[config.mk]
export PLATFORM = sky130hd
export DESIGN_NAME = imem_loader_flat
export DESIGN_NICKNAME = d
export VERILOG_FILES = /design/src/rtl/imem_loader_if.sv /design/src/rtl/imem_loader.sv /design/src/flat_wrapper.sv
export SDC_FILE = /design/constraint.sdc
export NUM_CORES = 1
export LEC_CHECK = 0
export CORE_MARGIN = 2
export CORE_UTILIZATION = 52
export CTS_CLUSTER_DIAMETER = 100
export DETAILED_ROUTE_END_ITERATION = 6
export HOLD_SLACK_MARGIN = 0.15
export PLACE_DENSITY = 0.75
export SLEW_MARGIN = 20
export SYNTH_ARGS = -nofsm -noshare
export SYNTH_HDL_FRONTEND = slang
export SYNTH_SLANG_ARGS = --single-unit
[constraint.sdc]
create_clock -name clk -period 2.3 [get_ports clk]
set_clock_uncertainty 0.2 [all_clocks]
set_input_delay 0.69 -clock clk [delete_from_list [all_inputs] [get_ports clk]]
set_output_delay 0.69 -clock clk [all_outputs]
set_load 0.005 [all_outputs]
[src/rtl/imem_loader_if.sv]
// Instruction-memory write port driven by the boot loader.
// The loader owns the master side; the instruction memory (or a bench) takes the slave side.
interface imem_loader_if;
    logic        imem_we;
    logic [31:0] imem_addr;
    logic [31:0] imem_wdata;

    modport master (output imem_we, imem_addr, imem_wdata);
    modport slave  (input  imem_we, imem_addr, imem_wdata);
endinterface

[src/rtl/imem_loader.sv]
// imem_loader: 8N1 UART boot loader that writes a little-endian word image into instruction memory.
// Optional macro IMEM_LOADER_CHECKSUM_EN adds a trailing XOR checksum byte checked in state CHK.
module imem_loader #(
    parameter int CLK_DIV     = 868,
    parameter int DEPTH_WORDS = 256
) (
    input  logic          clk,
    input  logic          rst_n,
    input  logic          uart_rx,
    imem_loader_if.master imem,
    output logic          core_rst_n,
    output logic          load_busy,
    output logic          load_done,
    output logic          load_err
);

    localparam int              CW       = (CLK_DIV > 4) ? $clog2(CLK_DIV) : 2;
    localparam logic [CW-1:0]   HALF_CNT = CW'(CLK_DIV / 2 - 1);
    localparam logic [CW-1:0]   FULL_CNT = CW'(CLK_DIV - 1);

    typedef enum logic [2:0] {
        IDLE,
        HDR0,
        HDR1,
        DATA,
`ifdef IMEM_LOADER_CHECKSUM_EN
        CHK,
`endif
        DONE,
        ERR
    } state_t;

    logic          rx_s1_q, rx_s2_q, rx_prev_q;
    logic          rx_act_q, rx_act_d;
    logic [CW-1:0] rx_cnt_q, rx_cnt_d;
    logic [3:0]    rx_bit_q, rx_bit_d;
    logic [7:0]    rx_sh_q, rx_sh_d;
    logic          rx_en, start_ok, byte_vld, frame_err;

    state_t        state_q, state_d;
    logic [15:0]   n_q, n_d;
    logic [15:0]   widx_q, widx_d;
    logic [1:0]    bidx_q, bidx_d;
    logic [23:0]   word_q, word_d;
    logic          last_q, last_d;
    logic          we_q, we_d;
    logic [31:0]   addr_q, addr_d;
    logic [31:0]   wdata_q, wdata_d;
    logic          busy_q, busy_d;
    logic          done_q, done_d;
    logic          err_q, err_d;
`ifdef IMEM_LOADER_CHECKSUM_EN
    logic [7:0]    xor_q, xor_d;
`endif

    assign rx_en = (state_q != DONE) && (state_q != ERR);

    // Receiver: bit 0 is the start bit sampled at half a bit, bits 1..8 data, bit 9 stop.
    always_comb begin
        rx_act_d  = rx_act_q;
        rx_cnt_d  = rx_cnt_q;
        rx_bit_d  = rx_bit_q;
        rx_sh_d   = rx_sh_q;
        start_ok  = 1'b0;
        byte_vld  = 1'b0;
        frame_err = 1'b0;
        if (!rx_act_q) begin
            if (rx_en && rx_prev_q && !rx_s2_q) begin
                rx_act_d = 1'b1;
                rx_cnt_d = '0;
                rx_bit_d = 4'd0;
            end
        end else if (rx_cnt_q == ((rx_bit_q == 4'd0) ? HALF_CNT : FULL_CNT)) begin
            rx_cnt_d = '0;
            rx_bit_d = rx_bit_q + 4'd1;
            if (rx_bit_q == 4'd0) begin
                if (rx_s2_q) rx_act_d = 1'b0;
                else         start_ok = 1'b1;
            end else if (rx_bit_q == 4'd9) begin
                rx_act_d = 1'b0;
                if (rx_s2_q) byte_vld  = 1'b1;
                else         frame_err = 1'b1;
            end else begin
                rx_sh_d = {rx_s2_q, rx_sh_q[7:1]};
            end
        end else begin
            rx_cnt_d = rx_cnt_q + 1'b1;
        end
    end

    always_comb begin
        state_d = state_q;
        n_d     = n_q;
        widx_d  = widx_q;
        bidx_d  = bidx_q;
        word_d  = word_q;
        last_d  = last_q;
        we_d    = 1'b0;
        addr_d  = addr_q;
        wdata_d = wdata_q;
        busy_d  = busy_q;
        done_d  = done_q;
        err_d   = err_q;
`ifdef IMEM_LOADER_CHECKSUM_EN
        xor_d   = xor_q;
`endif
        case (state_q)
            IDLE: if (start_ok) state_d = HDR0;
            HDR0: if (byte_vld) begin
                n_d[7:0] = rx_sh_q;
                busy_d   = 1'b1;
                state_d  = HDR1;
            end
            HDR1: if (byte_vld) begin
                n_d[15:8] = rx_sh_q;
                if ({rx_sh_q, n_q[7:0]} == 16'd0) begin
`ifdef IMEM_LOADER_CHECKSUM_EN
                    state_d = CHK;
`else
                    state_d = DONE;
                    done_d  = 1'b1;
                    busy_d  = 1'b0;
`endif
                end else if (int'({rx_sh_q, n_q[7:0]}) > DEPTH_WORDS) begin
                    state_d = ERR;
                    err_d   = 1'b1;
                    busy_d  = 1'b0;
                end else begin
                    state_d = DATA;
                end
            end
            DATA: begin
                if (byte_vld) begin
                    bidx_d = bidx_q + 2'd1;
`ifdef IMEM_LOADER_CHECKSUM_EN
                    xor_d  = xor_q ^ rx_sh_q;
`endif
                    if (bidx_q == 2'd3) begin
                        we_d    = 1'b1;
                        wdata_d = {rx_sh_q, word_q};
                        widx_d  = widx_q + 16'd1;
                        last_d  = (widx_q == n_q - 16'd1);
                    end else begin
                        word_d = {rx_sh_q, word_q[23:8]};
                    end
                end
                // The strobe cycle advances the address and, after the last word, ends the payload.
                if (we_q) begin
                    addr_d = addr_q + 32'd4;
                    if (last_q) begin
`ifdef IMEM_LOADER_CHECKSUM_EN
                        state_d = CHK;
`else
                        state_d = DONE;
                        done_d  = 1'b1;
                        busy_d  = 1'b0;
`endif
                    end
                end
            end
`ifdef IMEM_LOADER_CHECKSUM_EN
            CHK: if (byte_vld) begin
                busy_d = 1'b0;
                if (rx_sh_q == xor_q) begin
                    state_d = DONE;
                    done_d  = 1'b1;
                end else begin
                    state_d = ERR;
                    err_d   = 1'b1;
                end
            end
`endif
            default: ;
        endcase
        if (frame_err && state_q != DONE) begin
            state_d = ERR;
            err_d   = 1'b1;
            busy_d  = 1'b0;
        end
    end

    always_ff @(posedge clk or negedge rst_n) begin
        if (!rst_n) begin
            rx_s1_q   <= 1'b1;
            rx_s2_q   <= 1'b1;
            rx_prev_q <= 1'b1;
            rx_act_q  <= 1'b0;
            rx_cnt_q  <= '0;
            rx_bit_q  <= 4'd0;
            rx_sh_q   <= 8'd0;
            state_q   <= IDLE;
            n_q       <= 16'd0;
            widx_q    <= 16'd0;
            bidx_q    <= 2'd0;
            word_q    <= 24'd0;
            last_q    <= 1'b0;
            we_q      <= 1'b0;
            addr_q    <= 32'd0;
            wdata_q   <= 32'd0;
            busy_q    <= 1'b0;
            done_q    <= 1'b0;
            err_q     <= 1'b0;
`ifdef IMEM_LOADER_CHECKSUM_EN
            xor_q     <= 8'd0;
`endif
        end else begin
            rx_s1_q   <= uart_rx;
            rx_s2_q   <= rx_s1_q;
            rx_prev_q <= rx_s2_q;
            rx_act_q  <= rx_act_d;
            rx_cnt_q  <= rx_cnt_d;
            rx_bit_q  <= rx_bit_d;
            rx_sh_q   <= rx_sh_d;
            state_q   <= state_d;
            n_q       <= n_d;
            widx_q    <= widx_d;
            bidx_q    <= bidx_d;
            word_q    <= word_d;
            last_q    <= last_d;
            we_q      <= we_d;
            addr_q    <= addr_d;
            wdata_q   <= wdata_d;
            busy_q    <= busy_d;
            done_q    <= done_d;
            err_q     <= err_d;
`ifdef IMEM_LOADER_CHECKSUM_EN
            xor_q     <= xor_d;
`endif
        end
    end

    assign imem.imem_we    = we_q;
    assign imem.imem_addr  = addr_q;
    assign imem.imem_wdata = wdata_q;
    assign core_rst_n      = done_q;
    assign load_busy       = busy_q;
    assign load_done       = done_q;
    assign load_err        = err_q;

endmodule

[src/flat_wrapper.sv]
// flat-port wrapper written by rule: the top's interface ports become plain ports
module imem_loader_flat 
#(
    parameter int CLK_DIV     = 868,
    parameter int DEPTH_WORDS = 256
)
  (clk, rst_n, uart_rx, core_rst_n, load_busy, load_done, load_err, imem_imem_we, imem_imem_addr, imem_imem_wdata);
  imem_loader_if imem_i ();
  input  logic clk;
  input  logic rst_n;
  input  logic uart_rx;
  output logic core_rst_n;
  output logic load_busy;
  output logic load_done;
  output logic load_err;
  output wire logic [$bits(imem_i.imem_we)-1:0] imem_imem_we;
  output wire logic [$bits(imem_i.imem_addr)-1:0] imem_imem_addr;
  output wire logic [$bits(imem_i.imem_wdata)-1:0] imem_imem_wdata;
  assign imem_imem_we = imem_i.imem_we;
  assign imem_imem_addr = imem_i.imem_addr;
  assign imem_imem_wdata = imem_i.imem_wdata;
  imem_loader #(.CLK_DIV(CLK_DIV), .DEPTH_WORDS(DEPTH_WORDS)) u_core (.clk(clk), .rst_n(rst_n), .uart_rx(uart_rx), .imem(imem_i), .core_rst_n(core_rst_n), .load_busy(load_busy), .load_done(load_done), .load_err(load_err));
endmodule
# Word-level counts from Yosys, hierarchy flattened
# Index checks and enable logic that the tools add are counted.
totals:
  elab_cells: 133
  regBits: 156
classes:
  n_mux: 55
  bitwise: 3
  reduce_logical: 27
  eq_ne: 21
  n_addsub: 6
  n_lt_le_gt_ge: 1
ops:
  columns: ["op", "count"]
  rows:
  - ["$mux 10", 4]
  - ["$mux 1", 37]
  - ["$add 32x3->32 const B", 1]
  - ["$mux 3", 8]
  - ["$add 16x1->16 const B", 1]
  - ["$eq 16x16->1", 1]
  - ["$gt 16x9->1 const B", 1]
  - ["$logic_not 16->1", 1]
  - ["$sub 16x1->16 const B", 1]
  - ["$ne 3x1->1 const B", 5]
  - ["$mux 4", 3]
  - ["$pmux 3 s4", 1]
  - ["$reduce_and 6->1", 2]
  - ["$add 10x1->10 const B", 1]
  - ["$eq 10x10->1", 1]
  - ["$reduce_and 2->1", 5]
  - ["$reduce_bool 2->1", 5]
  - ["$ne 2x1->1 const B", 4]
  - ["$reduce_and 4->1", 2]
  - ["$eq 3x2->1 const B", 2]
  - ["$ne 3x3->1 const B", 2]
  - ["$reduce_and 3->1", 2]
  - ["$reduce_and 5->1", 1]
  - ["$reduce_bool 5->1", 1]
  - ["15 further kinds", 21]

# Depth between registers and ports, before layout
# Gate-level depths: netlist of run 1.
depth:
  depth_word: 8
  depth_mapped: 9
  mapped_depth_nobuf: 8

# Worst setup path before layout of run 1
# OpenSTA, ideal clock, no wires.
synth_timing:
  path_kind: "reg-to-reg"
  start: "register u_core.rx_bit_q[0]"
  end: "register u_core.state_q[0]"
  path_stages_with_launch: 9
  setup_slack_ns: -0.199
  arrival_ns: 2.172
  period_less_slack_ns: 2.499
  path_buffers: 0
  path_cell_list: "dfrtp_1 > inv_1 > ha_1 > or3b_1 > or3_4 > a21oi_4 > a41oi_1 > nor2_2 > mux2_1"
synth_via:
  elab_chain_cells: 8
synth_rtl:
  columns: ["element", "line_no", "text"]
  rows:
  - ["start, declared", "imem_loader.sv:36", "logic [3:0] rx_bit_q, rx_bit_d;"]
  - ["start signal, assigned", "imem_loader.sv:212", "rx_bit_q <= rx_bit_d;"]
  - ["$logic_not 4->1 or $eq 4x4->1 (tied branches)", "imem_loader.sv:73, imem_loader.sv:76, imem_loader.sv:79", null]
  - ["$mux 10 or $mux 1 (tied branches)", "imem_loader.sv:73, imem_loader.sv:79", null]
  - ["$eq 10x10->1 or $mux 1 (tied branches)", "imem_loader.sv:73, imem_loader.sv:76", null]
  - ["$mux 1", "imem_loader.sv:73", "end else if (rx_cnt_q == ((rx_bit_q == 4'd0) ? HALF_CNT : FULL_CNT)) begin"]
  - ["$mux 1", "imem_loader.sv:67", "if (!rx_act_q) begin"]
  - ["$logic_and 1x1->1", "imem_loader.sv:175", "if (frame_err && state_q != DONE) begin"]
  - ["$ne 3x1->1 (no line) or $reduce_bool 5->1 (tied branches)", null, null]
  - ["$reduce_and 6->1 (no line)", null, null]
  - ["end signal, assigned", "imem_loader.sv:214", "state_q <= state_d;"]
  - ["end, declared", "imem_loader.sv:40", "state_t state_q, state_d;"]
# Several ways; a longest one is shown, not always the timed one.
# A chain may end at the register's enable or synchronous reset.

# Worst setup path in the final report of run 1
layout_timing:
  start: "register u_core.n_q[1]"
  end: "register u_core.busy_q, in the netlist u_core.load_busy"
layout_via:
  elab_chain_cells: 5
layout_rtl:
  columns: ["element", "line_no", "text"]
  rows:
  - ["start, declared", "imem_loader.sv:41", "logic [15:0] n_q, n_d;"]
  - ["start signal, assigned", "imem_loader.sv:215", "n_q <= n_d;"]
  - ["parallel branches: the longest is 5 deep, another holds $gt 16x9->1", null, null]
  - ["end signal, assigned", "imem_loader.sv:223", "busy_q <= busy_d;"]
  - ["end, declared", "imem_loader.sv:49", "logic busy_q, busy_d;"]
# Several ways; the timed one is not identified. The select of a mux whose other input is x is not followed.

==> run metrics, run 1 <==
crit path time final=approximately 2400 ps; total power per unit cell area=613 nW/um^2; Clock transition at path regs=60 ps; Slew headroom=52.2%; vias in the first global route=between 5,000 and 6,000; worst slew pin tran=711 ps; Die Y=between 100 and 150 um; # Max-Cap Violations=0; Mapped Avg Cell Area=10.7 um^2; YS warnings=0; core box area=13,700 um^2; GRT Total Usage=a little under a quarter; failing checks=setup timing; antenna violations before repair=0; Hold Fails Final Rpt=0; clock root cell=clkbuf_16; Post-Place Cells=slightly below 1,000; Worst path slowest cell=or4_1; final antenna-violating net count=0; RSZ-0062 raised after global routing=true; worst slack at placement=-206 ps; Worst Hold Class=reg2reg; dpl hpwl=~11,000 um; Routed WL=~18,000 um; total grt overflow=0; Yosys top cell area share=52.2%; Max Freq=410 MHz; fill count=approximately 900; port bufs=69; Power Internal=around 0.0048 W; routability cong.=between 0.8 and 0.9; Die Wd=122 um; Psw=~0.0014 W; First DRT Iteration DRCs=397; FF+latch count, synth=~150; Crit. End Element=register; crit-path cells=inv_2, ha_4, or3b_4, or4_1, nand4_1, a21oi_2, nor3_2, a2bb2oi_2; die area=approximately 15,000 um^2; ranking of synthesized cells by area=dfrtp_1 (52%), nand2_1 (7.4%), mux2_1 (4.8%), xnor2_1 (4.7%), xor2_1 (3.4%); combinational power share=under 10%; synth-to-layout area growth=39.2%; vias per cell=approximately 5.6; initial core utilization=52.8%; WP data required=roughly 2500 ps; maximum clock path buffer count=2; first-pass GRT wire length=27,600 um; Leak=between 5 and 6 nW; I/O Pins=72; post-route clock period utilization=106%; CTS tree=built; H-tree depth=4; Async SR Flop Fraction=100%; Seq pwr share=between 40% and 50%; first-pass iteration count of the detailed router=5; total clock sinks=154; post-synthesis sequential area ratio=a little over half; Post-Syn Area=approximately 7200 um^2; Net Sw Frac=between 20% and 30%; slowest stage delay, CP=480 ps; Crit Path Max Fanout=3; dominant synthesized flop cell=dfrtp_1; # diodes=0; crit path kind=reg2reg; final max-slew violation count=0; DR vias=between 5,000 and 6,000; Worst Setup Start Kind=register; reg2reg setup slack=-140 ps; Post-synth EDFFs=0; Rows=43; largest net degree at the start of global routing=44; Final setup viols=approximately 60; Total Nets Final=860; Num CTS Buffers=17; wire length per cell=~18 um; cell taking the most area after synthesis=dfrtp_1; DRC=0; clock power share=48.3%; Final WS setup=-140 ps; fraction of layout cells with a size suffix above 1=approximately 31%; Cell variety after synth=66; status=finished with violations; maximum vdd drop=about 0.00049 V; Final Non-Filler Cells=1,042; Critical Path AT=around 2600 ps; clk_lat worst skew=between 400 and 500 ps; cell count after synthesis=677
cell usage after synthesis (all sizes together), types with 3 or more instances:
master   instances
xnor2           39
and3            16
nor3            18
nand3           24
a31oi            6
and4             4
inv             15
nor3b            6
or4              5
o21ai           19
and2             4
o2bb2ai          3
nand3b           5
or3              5
clkbuf          10
nand4           13
mux2            50
buf             15
a21oi            7
ha               8
a21o             6
nor4             9
nand2          143
nand2b           5
xor2            28
dfrtp          151
a31o             3
dfstp            3
nor2            30
flip-flops by register name (all words and copies together) (netlist names), 2 cells and up:
signal                  flops
u_core.imem.imem_addr      30
u_core.n_q                 16
u_core.state_q              3
u_core.bidx_q               2
u_core.rx_sh_q              8
u_core.widx_q              16
u_core.rx_cnt_q            10
u_core.word_q              24
u_core.rx_bit_q             4
u_core.imem.imem_wdata     32
power by group through the flow:
stage	logic [W]	clock network [W]	registers (W)
floorplan	0.000130	0	0.00290
finish	0.000372	0.00299	0.00282
CTS	0.000352	0.00303	0.00282
global route	0.000414	0.00315	0.00283
global placement	0.000328	0	0.00287
detailed placement	0.000346	0	0.00287
kinds of logic after synthesis:
group                    count (synthesis)  share of synthesized area, %
other                                    1                        0.0518
buffers and inverters                   41                          2.77
AND/OR/NAND/NOR                        296                          21.0
AO/OA/AOI/OAI                           59                          5.50
multiplexers                            51                          7.92
flip-flops                             154                          53.3
adder cells (fa/ha/maj)                  8                          1.38
XOR/XNOR                                67                          8.11
cell type report:
type,count,area [um^2],share of cell area (%)
clock buffers,19,443,4.39
clock inverters,13,191,1.90
inverters,16,61.3,0.608
multi-input cells,485,3620,36.0
flip-flops and latches,154,3860,38.3
well taps,180,225,2.23
repair buffers,175,1670,16.6
timing repair:
item,in CTS,in global routing
hold buffers,1,0
setup buffers,15,28
resized for setup,22,80
endpoints found under the setup margin,79,118
cloned,4,2
pin swaps,17,59
endpoints found under the hold margin,40,0
cell usage in the layout (no fill, tap or decap), types with 11 or more instances in the layout:
cell and count:
mux2_2 19, xor2_1 28, inv_1 11, mux2_4 27, xnor2_1 39, dfrtp_1 148
nand2_1 117, and3_1 16, nor3_1 12, buf_4 85, nand3_1 22, nor2_1 25
clkbuf_16 18, nand4_1 12, nand2_2 20, clkdlybuf4s50_1 67
per-layer routing:
layer  vias up  track usage [%]  part of all wire (%)
li1       2682                -                     -
met1      2945             32.0                    44
met2       170             38.6                    50
met3        38             4.68                   4.1
met4         0             8.91                   2.1
met5         -                0                     0
metrics by stage:
| stage | hold slack [ps] | TNS [ps] | instance area, um^2 | total power (W) | util (%) |
|---|---|---|---|---|---|
| after floorplan | 145 | -563 | 7350 | 0.00303 | - |
| after global placement | 145 | -820 | 8630 | 0.00319 | 62.9 |
| after detailed placement | 148 | -2660 | 8630 | 0.00322 | 62.9 |
| after CTS | 160 | -626 | 9550 | 0.00620 | 69.6 |
| after global routing | 165 | -8000 | 10100 | 0.00639 | 73.5 |
| final | 158 | -2530 | 10100 | 0.00618 | 73.5 |
critical path: cells and delay by family, from the launching register on:
family / cells / cell delay [ps]
simple gates: 4 / 1310
flops: 1 / 390
compound gates: 2 / 250
fa+ha+maj: 1 / 140
buf+inv: 1 / 90
path summary, 6_finish.rpt:
check                                from                         end  depth (start not counted)
min                        u_core.rx_s1_q              u_core.rx_s2_q                          0
max in group asynchronous           rst_n            u_core.rx_prev_q                          3
min reg2reg                u_core.rx_s1_q              u_core.rx_s2_q                          0
min in group asynchronous           rst_n  u_core.imem.imem_wdata[13]                          2
max reg2reg                 u_core.n_q[1]            u_core.load_busy                          8
max                         u_core.n_q[1]            u_core.load_busy                          8
(Power assumes the default switching activity.)
==> run 2, diff against run 1 <==
--- a/config.mk
+++ b/config.mk
@@ -5,12 +5,15 @@
 export SDC_FILE = /design/constraint.sdc
 export NUM_CORES = 1
 export LEC_CHECK = 0
+export CAP_MARGIN = 0
 export CORE_MARGIN = 2
 export CORE_UTILIZATION = 52
 export CTS_CLUSTER_DIAMETER = 100
 export DETAILED_ROUTE_END_ITERATION = 6
 export HOLD_SLACK_MARGIN = 0.15
+export MAX_ROUTING_LAYER = met4
 export PLACE_DENSITY = 0.75
+export REMOVE_ABC_BUFFERS = 1
 export SLEW_MARGIN = 20
 export SYNTH_ARGS = -nofsm -noshare
 export SYNTH_HDL_FRONTEND = slang
==> run metrics, run 2 (synthesized netlist as in run 1, its figures left out) <==
clock power share=47.7% (was 48.3%); first-pass GRT wire length=28,400 um (was 27,600 um); max reg flops=32 (unchanged); Crit Path Max Fanout=2 (was 3); vias in the first global route=5,699 (was 5,577); antenna violations before repair=0 (unchanged); first-pass iteration count of the detailed router=5 (unchanged); slowest stage delay, CP=400 ps (was 480 ps); Hold Fails Final Rpt=0 (unchanged); crit path time final=2500 ps (was 2440 ps); Slew headroom=57.7% (was 52.2%); Worst path slowest cell=dfrtp_1 (was or4_1); Rows=43 (unchanged); core box area=13,700 um^2 (unchanged); CTS tree=built (unchanged); wire length per cell=17.8 um (was 17.6 um); worst slack at placement=-138 ps (was -206 ps); Clock transition at path regs=60 ps (about the same); total grt overflow=0 (unchanged); Total Nets Final=864 (was 860); crit-path cells=inv_2, ha_4, or3b_4, or3_4, a21oi_4, a41oi_2, nor2_2, mux2_4 (was inv_2, ha_4, or3b_4, or4_1, nand4_1, a21oi_2, nor3_2, a2bb2oi_2); grt peak-use layer=met2 (unchanged); port bufs=69 (unchanged); # Max-Cap Violations=0 (unchanged); failing checks=setup timing (unchanged); Tot Pwr=0.00605 W (was 0.00618 W); commonest non-fill, non-tap cells in the layout=dfrtp_1 (148), nand2_1 (121), buf_4 (85) (was dfrtp_1 (148), nand2_1 (117), buf_4 (85)); Multi-input gate area=3560 um^2 (was 3620 um^2); fill count=895 (was 881); Critical Path AT=2610 ps (was 2590 ps); status=finished with violations (unchanged); Crit. End Element=register (unchanged); GRT Total Usage=25.4% (was 23.9%); final max-slew violation count=0 (unchanged); # diodes=0 (unchanged); Final Non-Filler Cells=1,046 (was 1,042); First DRT Iteration DRCs=362 (was 397); largest net degree at the start of global routing=46 (was 44); Worst Hold Class=reg2reg (unchanged); die area=14,900 um^2 (unchanged); Seq pwr share=46.9% (was 45.6%); vias per cell=5.55 (was 5.60); I/O Pins=72 (unchanged); Max Freq=400 MHz (was 410 MHz); Final WS setup=-201 ps (was -140 ps); Power Internal=0.00471 W (was 0.00479 W); Num CTS Buffers=17 (unchanged); total clock sinks=154 (unchanged); Net Sw Frac=22.0% (was 22.5%); Routed WL=18,600 um (was 18,300 um); clock root cell=clkbuf_16 (unchanged); routability cong.=0.908 (was 0.897); Psw=0.00133 W (was 0.00139 W); M2 GR Usage=40.8% (was 38.6%); FF/Latch Area=3860 um^2 (unchanged); crit path kind=reg2reg (unchanged); WP data required=2410 ps (was 2450 ps); maximum vdd drop=0.000456 V (was 0.000489 V); commonest non-fill, non-tap cell in the layout=dfrtp_1 (unchanged); maximum clock path buffer count=2 (unchanged); H-tree depth=4 (unchanged); clk_lat worst skew=430 ps (about the same); Final setup viols=75 (was 59); final antenna-violating net count=0 (unchanged); dpl hpwl=11,500 um (was 11,300 um); initial core utilization=52.8% (unchanged); Leak=4.90 nW (was 5.01 nW); worst slew pin tran=632 ps (was 711 ps); met1 Usage GRT=32.9% (was 32.0%); DR vias=5,809 (was 5,835); fraction of layout cells with a size suffix above 1=30.4% (was 31.2%); Die Wd=122 um (unchanged); DRC=0 (unchanged); Die Y=122 um (unchanged); Worst Setup Start Kind=register (unchanged); post-route cell area=10,100 um^2 (about the same); RSZ-0062 raised after global routing=true (unchanged); combinational power share=5.4% (was 6.0%); Post-Place Cells=973 (was 963); post-route clock period utilization=109% (was 106%); DP Area=8620 um^2 (was 8630 um^2); synth-to-layout area growth=39.1% (was 39.2%); total power per unit cell area=601 nW/um^2 (was 613 nW/um^2); GR met3 Demand/Resource=4.96% (was 4.68%)
-- run 2: cell type report --
type	instances	area share (%)
flip-flops and latches	154	38.4
multi-input cells	484	35.4
repair buffers	180	17.3
clock buffers	21	4.67
well taps	180	2.24
clock inverters	11	1.42
inverters	16	0.597
-- run 2: repair_timing --
item,in CTS,in global routing
gates resized for setup,28,89
cloned,3,3
hold buffers,1,0
endpoints found under the setup margin,85,112
endpoints found under the hold margin,26,0
setup buffers,17,21
pin swaps,21,62
-- run 2: final timing paths --
kind,from,to,slack [ps],cells past startpoint
setup / recovery,u_core.rx_bit_q[1],u_core.state_q[0],-200,8
hold / removal,u_core.rx_s1_q,u_core.rx_s2_q,160,0
setup reg to reg,u_core.rx_bit_q[1],u_core.state_q[0],-200,8
hold reg to reg,u_core.rx_s1_q,u_core.rx_s2_q,160,0
max in group asynchronous,rst_n,u_core.imem.imem_addr[11],810,3
min in group asynchronous,rst_n,u_core.imem.imem_wdata[21],520,2
-- run 2: critical path: cells and delay by family (launching register included) --
kind                     cells  cell delay, ps
AO/OA/AOI/OAI                2             290
adder cells (fa/ha/maj)      1             140
buffers and inverters        1             100
flip-flops                   1             400
multiplexers                 1             320
AND/OR/NAND/NOR              3             930
-- run 2: metrics by stage --
stage          hold WS, ps  TNS (ps)  util (%)
2_1_floorplan          145    -25270         -
3_3_place_gp           146     -74.6      62.8
3_5_place_dp           154     -2150      62.8
4_1_cts                161     -1490      69.6
5_1_grt                166     -9950      73.4
6_report               158     -4570      73.4
-- run 2: power by group through the flow --
stage	Clock [W]	Sequential [W]	Combinational [W]
3_3_place_gp	0	0.00288	0.000305
2_1_floorplan	0	0.00290	0.000128
6_report	0.00288	0.00284	0.000327
4_1_cts	0.00293	0.00283	0.000330
5_1_grt	0.00304	0.00285	0.000369
3_5_place_dp	0	0.00288	0.000327
-- run 2: per-layer routing --
metal	share of wire (%)	routed length, um
met1	44	8080
met2	50	9320
met3	4.3	803
met4	2.0	374
met5	0	0
